$ cat src/rtl/spi_master_9bit.sv
// spi_master_9bit
// ---------------------------------------------------------------------------
// Frame-level SPI master for a W-bit SPI slave stage. A frame is started
// with a one-cycle start request. The master then:
//   - raises LOAD so the slave loads DI;
//   - shifts tx_data out MSB-first on MOSI while sampling MISO into rx_data;
//   - optionally raises LOAD a second time so the slave latches the word it
//     received onto DO.
// All outputs are registered.
//
// Parameters:
//   W    frame width in bits (must match the slave shift register)
//   DIV  CLK cycles per SCLK half-period, 1..255
//
// Ports:
//   CLK      system clock, all logic on its rising edge
//   clr      asynchronous active-high reset
//   start    frame request, honoured only while idle
//   tx_data  word to transmit, captured when start is accepted
//   busy     high while a frame is in progress
//   done     one-cycle pulse in the first idle cycle after a frame
//   rx_data  word received on MISO, updated only at frame end
//   SCLK     SPI clock to the slave, idles low
//   MOSI     serial data to the slave
//   LOAD     slave load/latch strobe, active-high
//   MISO     serial data from the slave
//
// Build option:
//   SPI_MASTER_TRAIL_LOAD_EN  When defined, a trailing LOAD half-period is
//                             added so the slave latches DO at frame end.
//                             When undefined, the frame ends with the final
//                             SCLK fall and the slave's DO only updates at
//                             the next frame's leading LOAD.
// ---------------------------------------------------------------------------
module spi_master_9bit #(
  parameter int W   = 9,
  parameter int DIV = 4
) (
  input  logic         CLK,
  input  logic         clr,
  input  logic         start,
  input  logic [W-1:0] tx_data,
  output logic         busy,
  output logic         done,
  output logic [W-1:0] rx_data,
  output logic         SCLK,
  output logic         MOSI,
  output logic         LOAD,
  input  logic         MISO
);

  localparam int            BW       = (W > 1) ? $clog2(W) : 1;
  localparam logic [7:0]    DIV_LAST = 8'(DIV - 1);
  localparam logic [BW-1:0] BIT_LAST = BW'(W - 1);

`ifdef SPI_MASTER_TRAIL_LOAD_EN
  typedef enum logic [2:0] {
    IDLE     = 3'd0,
    LEAD     = 3'd1,
    SHIFT_LO = 3'd2,
    SHIFT_HI = 3'd3,
    TRAIL    = 3'd4
  } state_t;
`else
  typedef enum logic [2:0] {
    IDLE     = 3'd0,
    LEAD     = 3'd1,
    SHIFT_LO = 3'd2,
    SHIFT_HI = 3'd3
  } state_t;
`endif

  state_t        state_r;
  logic [W-1:0]  txsr_r;
  logic [W-1:0]  rxsr_r;
  logic [BW-1:0] bit_cnt_r;
  logic [7:0]    div_cnt_r;
  logic          half_end_s;

  // Last CLK cycle of the current half-period.
  assign half_end_s = (div_cnt_r == 8'd0);

  // Frame sequencer: state, shift registers, counters and all outputs.
  always_ff @(posedge CLK or posedge clr) begin
    if (clr) begin
      state_r   <= IDLE;
      txsr_r    <= '0;
      rxsr_r    <= '0;
      bit_cnt_r <= '0;
      div_cnt_r <= 8'd0;
      busy      <= 1'b0;
      done      <= 1'b0;
      rx_data   <= '0;
      SCLK      <= 1'b0;
      MOSI      <= 1'b0;
      LOAD      <= 1'b0;
    end else begin
      done <= 1'b0;
      case (state_r)
        IDLE: begin
          if (start) begin
            txsr_r    <= tx_data;
            bit_cnt_r <= BIT_LAST;
            div_cnt_r <= DIV_LAST;
            MOSI      <= tx_data[W-1];
            LOAD      <= 1'b1;
            busy      <= 1'b1;
            state_r   <= LEAD;
          end
        end
        LEAD: begin
          if (half_end_s) begin
            LOAD      <= 1'b0;
            div_cnt_r <= DIV_LAST;
            state_r   <= SHIFT_LO;
          end else begin
            div_cnt_r <= div_cnt_r - 8'd1;
          end
        end
        SHIFT_LO: begin
          if (half_end_s) begin
            // MISO is sampled on the edge that raises SCLK, using the value
            // the slave has been driving since the previous SCLK fall.
            SCLK      <= 1'b1;
            rxsr_r    <= {rxsr_r[W-2:0], MISO};
            div_cnt_r <= DIV_LAST;
            state_r   <= SHIFT_HI;
          end else begin
            div_cnt_r <= div_cnt_r - 8'd1;
          end
        end
        SHIFT_HI: begin
          if (half_end_s) begin
            SCLK      <= 1'b0;
            txsr_r    <= {txsr_r[W-2:0], 1'b0};
            div_cnt_r <= DIV_LAST;
            if (bit_cnt_r == '0) begin
`ifdef SPI_MASTER_TRAIL_LOAD_EN
              LOAD    <= 1'b1;
              state_r <= TRAIL;
`else
              // No trailing LOAD: the final SCLK-low half overlaps the
              // return to idle, so the frame closes on this edge.
              rx_data <= rxsr_r;
              done    <= 1'b1;
              busy    <= 1'b0;
              state_r <= IDLE;
`endif
            end else begin
              bit_cnt_r <= bit_cnt_r - {{(BW-1){1'b0}}, 1'b1};
              MOSI      <= txsr_r[W-2];
              state_r   <= SHIFT_LO;
            end
          end else begin
            div_cnt_r <= div_cnt_r - 8'd1;
          end
        end
`ifdef SPI_MASTER_TRAIL_LOAD_EN
        TRAIL: begin
          if (half_end_s) begin
            LOAD    <= 1'b0;
            rx_data <= rxsr_r;
            done    <= 1'b1;
            busy    <= 1'b0;
            state_r <= IDLE;
          end else begin
            div_cnt_r <= div_cnt_r - 8'd1;
          end
        end
`endif
        default: begin
          state_r <= IDLE;
          busy    <= 1'b0;
          SCLK    <= 1'b0;
          LOAD    <= 1'b0;
        end
      endcase
    end
  end

endmodule

$ cat config.mk
export PLATFORM = sky130hd
export DESIGN_NAME = spi_master_9bit
export DESIGN_NICKNAME = d
export VERILOG_FILES = /design/src/rtl/spi_master_9bit.sv
export SDC_FILE = /design/constraint.sdc
export NUM_CORES = 1
export LEC_CHECK = 0
export CELL_PAD_IN_SITES_DETAIL_PLACEMENT = 1
export CELL_PAD_IN_SITES_GLOBAL_PLACEMENT = 1
export CORE_ASPECT_RATIO = 1.4
export CORE_UTILIZATION = 45
export CTS_BUF_LIST = sky130_fd_sc_hd__clkbuf_8 sky130_fd_sc_hd__clkbuf_16
export CTS_CLUSTER_SIZE = 24
export DETAILED_ROUTE_END_ITERATION = 7
export PLACE_DENSITY = 0.9
export SKIP_LAST_GASP = 1
export SYNTH_ARGS = -nofsm -noshare
export SYNTH_HDL_FRONTEND = slang
export SYNTH_SLANG_ARGS = --single-unit
$ cat constraint.sdc
create_clock -name CLK -period 2.3 [get_ports CLK]
set_input_delay 0.69 -clock CLK [delete_from_list [all_inputs] [get_ports CLK]]
set_output_delay 0.69 -clock CLK [all_outputs]
set_load 0.01 [all_outputs]
# Yosys cells after proc, flatten, opt, wreduce, memory -nomap -nowiden
# Cells that the tools add are included.
# Widths: inputs -> output; s select.
[op_classes] muxes=31 eq_ne=9 bitwise=3 add_sub_neg=2 n_reduce_logical=18
[op_table] operator="$mux 8" count=4
[op_table] operator="$pmux 8 s2" count=2
[op_table] operator="$mux 3" count=4
[op_table] operator="$mux 4" count=3
[op_table] operator="$ne 2x2->1 const B" count=6
[op_table] operator="$pmux 3 s4" count=1
[op_table] operator="$reduce_and 3->1" count=4
[op_table] operator="$reduce_and 4->1" count=3
[op_table] operator="$mux 1" count=11
[op_table] operator="$pmux 1 s3" count=3
[op_table] operator="$logic_not 8->1" count=1
[op_table] operator="$pmux 4 s2" count=1
[op_table] operator="$sub 8x1->8 const B" count=1
[op_table] operator="$eq 3x2->1 const B" count=2
[op_table] operator="$reduce_or 2->1" count=3
[op_table] operator="$logic_not 4->1" count=1
[op_table] operator="$reduce_and 2->1" count=2
[op_table] operator="$reduce_bool 2->1" count=2
[op_table] operator="$sub 4x1->4 const B" count=1
[op_table] operator="$eq 3x1->1 const B" count=1
[op_table] operator="$logic_not 3->1" count=1
[op_table] operator="$not 1->1" count=3
[op_table] operator="$reduce_or 3->1" count=1
[op_table] operator="$mux 2" count=1
[op_table] operator="$pmux 1 s2" count=1
[word_totals] ff_bits=46 word_cells=74

# Depth between registers and ports, before layout
# Gate-level depths: netlist (run 1).
[logic_depth] ltp_word=4 depth_mapped=8

# Least setup slack after synthesis (run 1)
# No wires, ideal clock.
[synth_path] path_type="in2reg" start="in start" end="reg txsr_r[1]" cell_stages=5 path_buffers=1 arrival_ns=1.893 setup_slack_ns=0.282 setup_time_ns=0.125 cell_sequence="clkbuf_1 -> nand2b_1 -> o21ai_0 -> a21oi_2 -> mux2_2"
[synth_via] elab_chain_cells=2
[synth_lines] element="from (decl)" line_no="41" rtl="input logic start,"
[synth_lines] element="$ne 2x2->1 (no line)"
[synth_lines] element="$reduce_and 3->1 (no line)"
[synth_lines] element="to (signal assigned)" line_no="102" rtl="txsr_r <= tx_data;"
[synth_lines] element="to (signal assigned)" line_no="135" rtl="txsr_r <= {txsr_r[W-2:0], 1'b0};"
[synth_lines] element="to (decl)" line_no="74" rtl="logic [W-1:0] txsr_r;"
# Every way passes these cells.
# A chain may end at the register's enable or synchronous reset.

# Final worst setup path (run 1)
[layout_path] start="reg bit_cnt_r[0]" end="reg MOSI"
[layout_via] elab_chain_cells=3
[layout_lines] element="from (decl)" line_no="76" rtl="logic [BW-1:0] bit_cnt_r;"
[layout_lines] element="from (signal assigned)" line_no="150" rtl="bit_cnt_r <= bit_cnt_r - {{(BW-1){1'b0}}, 1'b1};"
[layout_lines] element="$logic_not 4->1" line_no="137" rtl="if (bit_cnt_r == '0) begin"
[layout_lines] element="$ne 2x2->1 (no line)"
[layout_lines] element="$reduce_and 4->1 (no line)"
[layout_lines] element="to (signal assigned)" line_no="105" rtl="MOSI <= tx_data[W-1];"
[layout_lines] element="to (signal assigned)" line_no="151" rtl="MOSI <= txsr_r[W-2];"
[layout_lines] element="to (decl)" line_no="47" rtl="output logic MOSI,"
# Every way passes these cells.

==> impl_metrics.tcl, run 1 <==
set metrics [dict create \
    postSynthCellCount 183 \
    yosys_register_bits 45 \
    worst_setup_path_start_kind "register" \
    cts_setup_buffers 0 \
    layout.filler_cells 503 \
    initial_utilization_pct 46.5 \
    tightestPinTransition_ns 0.555 \
    syn_area_um2 2250 \
    hp-start "rxsr_r[8]" \
    syn2layout_area_growth_pct 22.2 \
    grt_antenna_before_repair 0 \
    p_leak_nw 1.32 \
    drive_gt1_share_pct 29.4 \
    maxSlewHeadroom_pct 62.5 \
    total_global_routing_track_utilization_pct 22.4 \
    r2r_start "bit_cnt_r[0]" \
    cts_buffers 5 \
    grt_pass1_vias 1699 \
    root_buffer_selected_by_cts "clkbuf_8" \
    seq_power_share_pct 54.6 \
    insertion_delay_ns 0.31 \
    drt_drc_violations_left 0 \
    tritoncts_sink_count 45 \
    grt_max_degree 46 \
    reg2reg_to "MOSI" \
    finalSetupViolations 0 \
    report.final.hold_viol_count 0 \
    overflow 0 \
    r2r_setup_slack_ns 0.17 \
    portBuffers 26 \
    power.density_nw_per_um2 528 \
    first_pass_iters 4 \
    core_footprint_um2 4840 \
    r2r.worst_path.cells 6 \
    internal-power_mw 1.14 \
    netlist_top_cells_area "dfrtp_1, mux2_2, mux2_4" \
    hold-path-endpoint "rx_data[8]" \
    clock_power_share_pct 42.1 \
    final-instance-count-excl-fill 285 \
    die-area_um2 5300 \
    wire_per_inst_um 17.3 \
    final_net_count 240 \
    share_of_synthesized_area_occupied_by_flip_flops_and_latches_pct 50.0 \
    critPathCaptureType "register" \
    path_clk_slew_ns 0.09 \
    post-place-cells 277 \
    rsz_0062_raised_after_global_routing "false" \
    detail_route.wirelength_um 4940 \
    drv_cap 0 \
    pwr-share-comb_pct 3.4 \
    worst_hold_path_type "reg -> reg" \
    worst_ep_arrival_time_ns 2.34 \
    postLayoutSetupSlackWorst_ns 0.167 \
    net-switching-power_mw 0.309 \
    yosys.area.top_type_share_pct 50.0 \
    fp.dieH_um 85.7 \
    syn_nets 203 \
    critPathRequiredTime_ns 2.50 \
    cts_resized 0 \
    finalWeightedCongestion 0.855 \
    die_w_um 61.8 \
    viasPerCell 5.42 \
    grt_first_pass_wirelength_um 8540 \
    post_synth.cell_area_avg_um2 12.3 \
    synthDistinctLibCells 42 \
    num_io_pins 27 \
    hold_buffers 0 \
    htree_levels 2 \
    timing.fmax_ghz 0.469 \
    clock_tree_buf_depth 2 \
    power_switching_share_pct 21.3 \
    maxSlewViolCount 0 \
    synth_largest_area_cell "dfrtp_1" \
    period_share_pct 92.7 \
    drt-initial-drc-count 44 \
    hpwl_um 3510 \
    timing.setup.tns_ns 0 \
    clock-skew-final_ns 0.0110 \
    synthesis.yosys.warnings 0 \
    pre_cts_ws_ns 0.0739 \
    critPathKind "reg -> reg" \
    min_delay_path_depth 1 \
    antenna-diode-count 0 \
    ant_nets 0 \
    std_cell_rows 30 \
    critical_path.max_fanout 6 \
    ir_drop_mv 0.495 \
    min_period_ns 2.13 \
    tritoncts "done" \
    dr_total_vias 1546 \
    run_status "finished, final reports clean" \
]
-- per-layer routing --
metal  routed length (um)  global-route usage [%]  vias to the layer above
met2                 2650                    37.1                       19
met5                    0                       0                        -
met1                 2070                    27.5                      790
met3                   89                    4.22                       11
li1                     -                       -                      726
met4                  132                    10.1                        0
-- final cells by class --
| cell class | instances | area, um^2 | share of cell area [%] |
|---|---|---|---|
| Tap cell | 64 | 80.1 | 2.91 |
| Inverter | 11 | 41.3 | 1.50 |
| Clock buffer | 5 | 68.8 | 2.50 |
| Sequential cell | 45 | 1130 | 40.9 |
| Multi-Input combinational cell | 119 | 1030 | 37.4 |
| Clock inverter | 3 | 43.8 | 1.59 |
| Timing Repair Buffer | 38 | 363 | 13.2 |
-- power groups by stage --
stage          clock network [mW]  registers (mW)  logic, mW
2_1_floorplan                   0           0.809     0.0157
3_3_place_gp                    0           0.809     0.0491
3_5_place_dp                    0           0.809     0.0497
4_1_cts                     0.630           0.793     0.0503
5_1_grt                     0.655           0.794     0.0539
6_report                    0.611           0.793     0.0487
-- cell usage after synthesis, drive strengths merged --
cell and instances:
dfrtp 45, nor2b 3, or4b 1, a41oi 1, nor4 2, o31ai 3
a211o 1, or3 5, buf 2, xor2 1, ha 7, a21oi 4
clkbuf 6, o31a 1, nand2 10, a32o 1, nand4 2, nand2b 1
a22o 3, inv 11, nor2 11, mux2 36, a22oi 1, a31oi 2
or4 1, nor4b 1, o32a 1, or3b 2, a2bb2oi 1, o22ai 3
nor3 3, o21ai 9, mux2i 2
-- state kept, by name, indices dropped and copies added (netlist names), 2 cells and up --
register   flops
rxsr_r         9
txsr_r         8
bit_cnt_r      4
state_r        2
rx_data        9
div_cnt_r      8
-- worst max-delay path by stage --
stage                 startpoint        end  depth (start not counted)
global route        bit_cnt_r[0]       MOSI                          6
CTS                 bit_cnt_r[0]       MOSI                          6
floorplan                  start  txsr_r[1]                          5
finish              bit_cnt_r[0]       MOSI                          6
global placement           start  txsr_r[1]                          6
detailed placement         start       busy                          5
-- metrics by stage --
| stage | hold slack (ns) | power (mW) | utilization, % | cell area [um^2] |
|---|---|---|---|---|
| final | 0.509 | 1.45 | 56.9 | 2750 |
| after global routing | 0.530 | 1.50 | 56.9 | 2750 |
| after CTS | 0.513 | 1.47 | 56.9 | 2750 |
| after detailed placement | 0.491 | 0.859 | 54.5 | 2640 |
| after global placement | 0.485 | 0.858 | 54.5 | 2640 |
| after floorplan | 0.467 | 0.825 | - | 2250 |
-- worst max-delay path: stages (launching register included) --
cell	delay (ns)
dfrtp_1	0.41
inv_1	0.09
ha_1	0.14
or3b_4	0.41
a41oi_1	0.51
nor2_1	0.15
mux2_2	0.31
-- kinds of logic after synthesis --
group / after synthesis / synth area share [%]
fa+ha+maj: 7 / 3.89
compound gates: 31 / 9.99
buf+inv: 19 / 4.28
xor+xnor: 1 / 0.389
flops: 45 / 50.0
simple gates: 42 / 11.1
mux: 38 / 20.4
-- placed cells by master (no fill, tap or decap), types with 5 or more instances in the layout --
cell type / n
nand2_1: 8
clkbuf_8: 5
buf_4: 11
mux2_2: 26
nor2_1: 10
mux2_4: 9
o21ai_0: 9
clkdlybuf4s50_1: 26
dfrtp_1: 45
inv_1: 10
ha_1: 7
or3_1: 5
Power figures use the tool's default switching activity.
==> run 2, diff against run 1 <==
- HOLD_SLACK_MARGIN: unset -> 0.05
- SKIP_LAST_GASP: 1 -> unset
- clock period: 2.3 -> 2.4 ns (I/O delays scaled with it)
==> impl_metrics.tcl, run 2 (synthesis results as in run 1) <==
set metrics [dict create \
    run_status "finished, final reports clean" \
    internal-power_mw 1.09 \
    fp.dieH_um 85.7 \
    maxSlewHeadroom_pct 63.6 \
    power.density_nw_per_um2 501 \
    timing.setup.tns_ns 0 \
    min_period_ns 2.16 \
    placedInstanceArea_um2 2630 \
    layout.filler_cells 489 \
    power.total_mw 1.38 \
    critPathCaptureType "register" \
    seq_power_share_pct 55.3 \
    worst_hold_path_type "reg -> reg" \
    drive_gt1_share_pct 28.6 \
    r2r.worst_path.cells 7 \
    antenna-diode-count 0 \
    dr_total_vias 1505 \
    r2r_setup_slack_ns 0.24 \
    most_common_cell_after_layout_fill_and_taps_aside "dfrtp_1" \
    net-switching-power_mw 0.283 \
    reg2reg_to "txsr_r[7]" \
    detail_route.wirelength_um 4790 \
    cts_buffers 5 \
    final_net_count 239 \
    setup.worst_path.start "div_cnt_r[0]" \
    period_share_pct 90.1 \
    num_io_pins 27 \
    insertion_delay_ns 0.30 \
    grt_max_degree 46 \
    power_switching_share_pct 20.6 \
    clock_power_share_pct 41.3 \
    core_footprint_um2 4840 \
    drv_cap 0 \
    cpMaxStageDelayCell "dfrtp_1" \
    p_leak_nw 1.32 \
    pwr-share-comb_pct 3.4 \
    die-area_um2 5300 \
    htree_levels 2 \
    critPathKind "reg -> reg" \
    viasPerCell 5.30 \
    first_pass_iters 4 \
    worst_ep_arrival_time_ns 2.34 \
    drt-initial-drc-count 46 \
    tightestPinTransition_ns 0.539 \
    timing.fmax_ghz 0.463 \
    die_w_um 61.8 \
    wire_per_inst_um 16.9 \
    initial_utilization_pct 46.5 \
    drt_drc_violations_left 0 \
    critical_path.endpoint "txsr_r[7]" \
    cts_setup_buffers 0 \
    syn2layout_area_growth_pct 21.8 \
    finalInstanceArea_um2 2750 \
    total_global_routing_track_utilization_pct 21.3 \
    maxSlewViolCount 0 \
    r2r_start "div_cnt_r[0]" \
    rsz_0062_raised_after_global_routing "false" \
    path_cells "inv_1, ha_1, nor4b_2, nand2_2, buf_4, a21oi_2, mux2_2" \
    clock_tree_buf_depth 2 \
    path_clk_slew_ns 0.08 \
    critical_path.max_fanout 8 \
    worst_setup_path_start_kind "register" \
    std_cell_rows 30 \
    biggestRegsByFlops "rx_data x9, rxsr_r x9" \
    grt_pass1_vias 1670 \
    overflow 0 \
    ir_drop_mv 0.446 \
    portBuffers 26 \
    finalWeightedCongestion 0.781 \
    hpwl_um 3490 \
    hold_buffers 0 \
    root_buffer_selected_by_cts "clkbuf_8" \
    tritoncts "done" \
    finalSetupViolations 0 \
    grt_antenna_before_repair 0 \
    ant_nets 0 \
    cts_resized 0 \
    most-common-layout-cells "dfrtp_1, mux2_2, clkdlybuf4s50_1" \
    report.final.hold_viol_count 0 \
    critPathRequiredTime_ns 2.58 \
    tritoncts_sink_count 45 \
    grt_first_pass_wirelength_um 8300 \
    clock-skew-final_ns 0.0139 \
    critical_path_s_largest_stage_delay_ns 0.42 \
]
-- run 2: worst min-delay path by stage --
stage,start,endpoint,slack [ns],depth (start not counted)
floorplan,bit_cnt_r[0],bit_cnt_r[0],0.47,1
global placement,txsr_r[3],txsr_r[3],0.48,1
detailed placement,txsr_r[6],txsr_r[6],0.49,1
CTS,txsr_r[5],txsr_r[5],0.52,1
global route,rx_data[1],rx_data[1],0.53,1
finish,txsr_r[5],txsr_r[5],0.52,1
-- run 2: final cells by class --
cell class                      instances  area (um^2)  share of cell area [%]
Tap cell                               64         80.1                    2.92
Multi-Input combinational cell        119         1030                    37.6
Clock inverter                          3         42.5                    1.55
Timing Repair Buffer                   37          355                    12.9
Sequential cell                        45         1130                    41.0
Inverter                               11         41.3                    1.50
Clock buffer                            5         68.8                    2.51
-- run 2: stage by stage --
stage                     instances  setup slack [ns]  util (%)  hold WS (ns)
after floorplan                 183             0.352         -         0.467
after global placement          276            0.0936      54.4         0.484
after detailed placement        276            0.0436      54.4         0.491
after CTS                       284             0.215      56.7         0.519
after global routing            284            0.0722      56.7         0.535
final                           284             0.239      56.7         0.515
-- run 2: routing by layer --
metal,GRT usage [%],wire (um)
met5,0,0
met4,7.27,75
met3,3.32,103
met2,36.2,2530
met1,27.0,2080
-- run 2: critical path, delay by kind of cell (launching register included) --
family	cells	cell delay, ns
buffers and inverters	2	0.24
AO/OA/AOI/OAI	1	0.38
AND/OR/NAND/NOR	2	0.40
adder cells (fa/ha/maj)	1	0.22
flip-flops	1	0.42
multiplexers	1	0.40
-- run 2: power groups by stage --
stage | registers, mW | clock network (mW) | logic (mW)
CTS | 0.760 | 0.583 | 0.0479
global placement | 0.775 | 0 | 0.0469
global route | 0.761 | 0.603 | 0.0515
floorplan | 0.776 | 0 | 0.0150
finish | 0.760 | 0.568 | 0.0467
detailed placement | 0.776 | 0 | 0.0476
==> run 3, diff against run 2 <==
- CTS_CLUSTER_DIAMETER: unset -> 40
==> results of run 3 <==
The final DEF is identical to that of run 2; final timing and power are the same.
